### src/rtl/slc3_mem_pkg.sv
// Shared types and defaults for the SLC-3 memory/IO controller.
package slc3_mem_pkg;

  localparam int unsigned WAIT_STATES_DEF = 2;
  localparam logic [15:0] MMIO_ADDR_DEF   = 16'hFFFF;

  typedef enum logic [1:0] {
    ST_IDLE   = 2'd0,
    ST_SETUP  = 2'd1,
    ST_ACCESS = 2'd2,
    ST_DONE   = 2'd3
  } mem_state_e;

  // True when an address targets the memory-mapped I/O location instead of SRAM.
  function automatic logic is_mmio(input logic [15:0] addr, input logic [15:0] mmio_addr);
    return (addr == mmio_addr);
  endfunction

endpackage

### src/rtl/sync2.sv
// Two-flop synchronizer for asynchronous multi-bit inputs (bits are independent).
module sync2 #(
  parameter int W = 1
) (
  input  logic         i_clk,
  input  logic         i_rst_n,
  input  logic [W-1:0] i_d,
  output logic [W-1:0] o_q
);

  logic [W-1:0] r_meta;
  logic [W-1:0] r_sync;

  // Two register stages so a metastable first flop settles before use.
  always_ff @(posedge i_clk or negedge i_rst_n) begin
    if (!i_rst_n) begin
      r_meta <= '0;
      r_sync <= '0;
    end else begin
      r_meta <= i_d;
      r_sync <= r_meta;
    end
  end

  assign o_q = r_sync;

endmodule

### src/rtl/mem_io_ctrl.sv
// Memory/IO controller: sequences SRAM accesses with a fixed wait-state count
// and services one memory-mapped address (switches in, hex display out).
module mem_io_ctrl
  import slc3_mem_pkg::*;
#(
  parameter int unsigned WAIT_STATES = WAIT_STATES_DEF,
  parameter logic [15:0] MMIO_ADDR   = MMIO_ADDR_DEF
) (
  input  logic        Clk,
  input  logic        Reset_n,
  input  logic        MEM_REQ,
  input  logic        MEM_WE,
  input  logic [15:0] MAR,
  input  logic [15:0] MDR,
  output logic [15:0] MDR_In,
  output logic        MEM_RDY,
  output logic [15:0] SRAM_ADDR,
  output logic [15:0] SRAM_DQ_OUT,
  input  logic [15:0] SRAM_DQ_IN,
  output logic        SRAM_CE_N,
  output logic        SRAM_OE_N,
  output logic        SRAM_WE_N,
  input  logic [9:0]  SW,
  output logic [15:0] HEX_DATA
);

  // Counter reload value: ACCESS runs while counting down to zero inclusive.
  localparam logic [3:0] LP_WAIT_LOAD = 4'(WAIT_STATES - 1);

  mem_state_e  r_state;
  logic [3:0]  r_wait;
  logic        r_rdy;
  logic [15:0] r_mdr_in;
  logic [15:0] r_hex;
  logic [15:0] r_addr;
  logic [15:0] r_wdata;
  logic        r_we;
  logic        r_ce_n;
  logic        r_oe_n;
  logic        r_we_n;
  logic [9:0]  w_sw_sync;

  sync2 #(
    .W (10)
  ) u_sw_sync (
    .i_clk   (Clk),
    .i_rst_n (Reset_n),
    .i_d     (SW),
    .o_q     (w_sw_sync)
  );

  // Access sequencer: state, wait counter, latched request, strobes and result registers.
  always_ff @(posedge Clk or negedge Reset_n) begin
    if (!Reset_n) begin
      r_state  <= ST_IDLE;
      r_wait   <= '0;
      r_rdy    <= 1'b0;
      r_mdr_in <= '0;
      r_hex    <= '0;
      r_addr   <= '0;
      r_wdata  <= '0;
      r_we     <= 1'b0;
      r_ce_n   <= 1'b1;
      r_oe_n   <= 1'b1;
      r_we_n   <= 1'b1;
    end else begin
      // Completion strobe trails the DONE state by one edge.
      r_rdy <= (r_state == ST_DONE);
      case (r_state)
        ST_IDLE: begin
          if (MEM_REQ) begin
            r_addr  <= MAR;
            r_wdata <= MDR;
            r_we    <= MEM_WE;
            if (is_mmio(MAR, MMIO_ADDR)) begin
              // MMIO completes on the accept edge; SRAM strobes stay idle.
              r_state <= ST_DONE;
              if (MEM_WE) begin
                r_hex <= MDR;
              end else begin
                r_mdr_in <= {6'b0, w_sw_sync};
              end
            end else begin
              r_state <= ST_SETUP;
              r_ce_n  <= 1'b0;
              r_oe_n  <= MEM_WE;
            end
          end
        end
        ST_SETUP: begin
          r_state <= ST_ACCESS;
          r_wait  <= LP_WAIT_LOAD;
          // Write enable only opens once address and data have had a setup cycle.
          r_we_n  <= ~r_we;
        end
        ST_ACCESS: begin
          if (r_wait == 4'd0) begin
            r_state <= ST_DONE;
            r_ce_n  <= 1'b1;
            r_oe_n  <= 1'b1;
            r_we_n  <= 1'b1;
            if (!r_we) begin
              r_mdr_in <= SRAM_DQ_IN;
            end
          end else begin
            r_wait <= r_wait - 4'd1;
          end
        end
        ST_DONE: begin
          r_state <= ST_IDLE;
        end
        default: begin
          r_state <= ST_IDLE;
        end
      endcase
    end
  end

  assign MDR_In      = r_mdr_in;
  assign MEM_RDY     = r_rdy;
  assign SRAM_ADDR   = r_addr;
  assign SRAM_DQ_OUT = r_wdata;
  assign SRAM_CE_N   = r_ce_n;
  assign SRAM_OE_N   = r_oe_n;
  assign SRAM_WE_N   = r_we_n;
  assign HEX_DATA    = r_hex;

endmodule

### config.mk
export PLATFORM = sky130hd
export DESIGN_NAME = mem_io_ctrl
export DESIGN_NICKNAME = d
export VERILOG_FILES = /design/src/rtl/slc3_mem_pkg.sv /design/src/rtl/sync2.sv /design/src/rtl/mem_io_ctrl.sv
export SDC_FILE = /design/constraint.sdc
export NUM_CORES = 1
export LEC_CHECK = 0
export CORE_UTILIZATION = 45
export CTS_CLUSTER_SIZE = 16
export DETAILED_ROUTE_END_ITERATION = 10
export GPL_TIMING_DRIVEN = 1
export PLACE_DENSITY_LB_ADDON = 0.12
export SLEW_MARGIN = 25
export SYNTH_ARGS = -nofsm -noshare
export SYNTH_HDL_FRONTEND = slang
export SYNTH_HIERARCHICAL = 1
export SYNTH_SLANG_ARGS = --single-unit
### constraint.sdc
create_clock -name Clk -period 3.3 [get_ports Clk]
set_input_delay 0.825 -clock Clk [delete_from_list [all_inputs] [get_ports Clk]]
set_output_delay 0.825 -clock Clk [all_outputs]
set_load 0.01 [all_outputs]
==> flow_summary.json <==
{
  "die_h_um": 94.0,
  "drive_gt1_share_pct": 25.7,
  "peakVddDrop_v": 0.000540,
  "synth_area_leader_cell": "dfrtp_1",
  "crit_fanout": 16,
  "skew_ps": 5.42,
  "setup_viol": 0,
  "met1_usage_pct": 22.4,
  "fmax_mhz": 399,
  "synth_cell_types": 35,
  "yosysSeqAreaShare_pct": 62.5,
  "netlist_instances": 244,
  "cts_buffer_depth": 2,
  "worstMarginPinSlew_ps": 731,
  "nNetsFinal": 448,
  "hold_depth": 0,
  "finalMaxSlewViolations": 0,
  "via_count": 2425,
  "yosys_warnings": 6,
  "ff2ff_setup_slack_ps": 980,
  "hold_path.class": "register to register",
  "tns_ps": 0,
  "r2r_cells": 6,
  "grt_pass1_vias": 2499,
  "track_usage_pct": 18.7,
  "h-tree-depth": 3,
  "outcome": "completed",
  "syn_to_final_growth_pct": 41.8,
  "placementRows": 33,
  "postCtsHoldBufs": 0,
  "core_area_mm2": 0.00822,
  "wl_per_cell_um": 15.5,
  "pin_count": 130,
  "gp_congestion": 0.708,
  "rsz0062_at_grt": "false",
  "relSlewSlack_pct": 51.2,
  "antenna_found_initial": 0,
  "grt_pass1_wl_um": 12200,
  "cp-end-kind": "register",
  "antenna_left": 0,
  "top_usage_layer": "met2",
  "crit_required_ps": 3540,
  "clk_latency_ps": 350,
  "post_cts_resized": 0,
  "cts_root_buffer": "clkbuf_8",
  "numCtsBuffers": 9,
  "p_leak_nw": 2.42,
  "dieArea_mm2": 0.00884,
  "syn_area_mm2": 0.00381,
  "synth-seq-cells": 95,
  "clock-sinks": 95,
  "clk_pin_slew_ps": 80,
  "synthTopCellsByArea": "dfrtp_1 60%, mux2_2 16%, mux2_4 5.5%",
  "syn-num-nets": 312,
  "hpwl_um": 5540,
  "powerDensity_mw_per_mm2": 784,
  "wirelength_um": 7610,
  "overflow": 0,
  "period_minus_slack_ps": 2510,
  "timing.hold.ws_ps": 353,
  "start_util_pct": 46.4,
  "cts_tree": "built",
  "avgSynthCellArea_um2": 15.6,
  "nFillCells": 645,
  "port_buffers": 129,
  "die_w_um": 94.0,
  "finalCritPeriodShare_pct": 76.0,
  "cap_violations": 0,
  "first_pass_iters": 4,
  "synth_top_area_share_pct": 60.4,
  "post-cts-setup-buffer-count": 0,
  "antenna-diode-count": 0,
  "hold_violations": 0,
  "vias_per_cell": 4.95,
  "met2_usage_pct": 30.4,
  "path_class": "primary input to register",
  "drc": 0,
  "grt_max_degree": 53,
  "setup_ws_ps": 793,
  "critPathLaunchType": "primary input",
  "drt-initial-drc-count": 62,
  "place_ws_ps": 368,
  "worstPathArrival_ps": 2750,
  "grt_use_met3_pct": 6.96
}
-- cells by family after synthesis --
family / synth area share [%]
flip-flops: 62.5
multiplexers: 23.3
AND/OR/NAND/NOR: 6.17
buffers and inverters: 2.30
AO/OA/AOI/OAI: 3.48
adder cells (fa/ha/maj): 1.97
XOR/XNOR: 0.230
-- path summary, 6_finish.rpt --
check,start,to
setup / recovery,MAR[4],HEX_DATA[13]$_DFFE_PN0P_
hold / removal,u_sw_sync/r_meta[3]$_DFF_PN0_,u_sw_sync/o_q[3]$_DFF_PN0_
setup reg to reg,r_state[0]$_DFFE_PN0P_,MDR_In[0]$_DFFE_PN0P_
hold reg to reg,u_sw_sync/r_meta[3]$_DFF_PN0_,u_sw_sync/o_q[3]$_DFF_PN0_
max in group asynchronous,Reset_n,SRAM_CE_N$_DFFE_PN1P_
min in group asynchronous,Reset_n,u_sw_sync/o_q[8]$_DFF_PN0_
-- flip-flops by register name, indices dropped and copies added (netlist names) --
name / cells
HEX_DATA: 16
SRAM_CE_N: 1
r_wait: 4
SRAM_OE_N: 1
r_state: 2
SRAM_WE_N: 1
MDR_In: 16
MEM_RDY: 1
u_sw_sync/r_meta: 10
SRAM_ADDR: 16
SRAM_DQ_OUT: 16
u_sw_sync/o_q: 10
r_we: 1
-- worst max-delay path, cell delays in order --
cell and delay [ps]:
clkdlybuf4s50_1 510, nand4_2 190, nor4_4 400, nand4_4 390
mux2_4 420
-- where the power goes --
group	total [mW]	leakage (nW)	internal, mW	switching, mW
Sequential	1.75	1.16	1.55	0.199
Clock	0.690	0.0894	0.314	0.376
Combinational	1.80	1.17	1.08	0.721
Total	4.23	2.42	2.94	1.30
-- metal layers --
layer,routed length (µm),up-vias
met5,0,-
met3,608,10
li1,-,1125
met1,3160,1215
met2,3730,75
met4,114,0
-- layout by cell type, fill, tap and decap left out, types with 3 or more instances in the layout --
cell type / count
clkdlybuf4s50_1: 128
dfrtp_1: 92
mux2_2: 55
mux2_4: 14
inv_1: 11
clkbuf_8: 11
nand2_1: 8
nor2_1: 7
mux2i_1: 6
ha_1: 6
a21oi_1: 5
o21ai_0: 4
buf_4: 4
dfstp_2: 3
nand2b_1: 3
-- synthesized netlist by cell type --
master and number:
o21ai_0 4, nand4_1 2, nor2_1 7, nand4_4 2
mux2_2 55, a31oi_4 1, dfrtp_1 92, o32a_1 1
nor4b_2 1, mux2_4 14, dfstp_2 3, ha_1 6
clkbuf_1 4, buf_2 1, a21oi_1 5, nor2b_1 1
a22o_1 1, nand2_1 8, o21a_1 1, o2bb2a_1 1
nor4b_1 1, xnor2_1 1, o22a_1 1, nand3b_1 1
nand2b_1 3, buf_6 2, buf_1 1, o22ai_1 1
a211oi_1 1, nor4_4 2, inv_1 11, nand4_2 1
a22oi_1 1, nor3b_2 1, mux2i_1 6
-- final cells by class --
cell class	count	area, µm²	area share (%)
multi-input cells	130	1340	24.8
inverters	11	41.3	0.764
well taps	105	131	2.43
flip-flops and latches	95	2380	44.1
clock inverters	3	17.5	0.324
repair buffers	133	1330	24.6
clock buffers	13	159	2.94
-- through the flow --
step	util, %	instances	total power [mW]	cell area, µm²
final	65.8	490	4.23	5400
after global routing	65.8	490	4.52	5400
after CTS	65.8	490	4.30	5400
after global placement	63.6	474	3.54	5230
after detailed placement	63.6	474	3.59	5230
after floorplan	-	244	2.66	3810
Power figures use the tool's default switching activity.
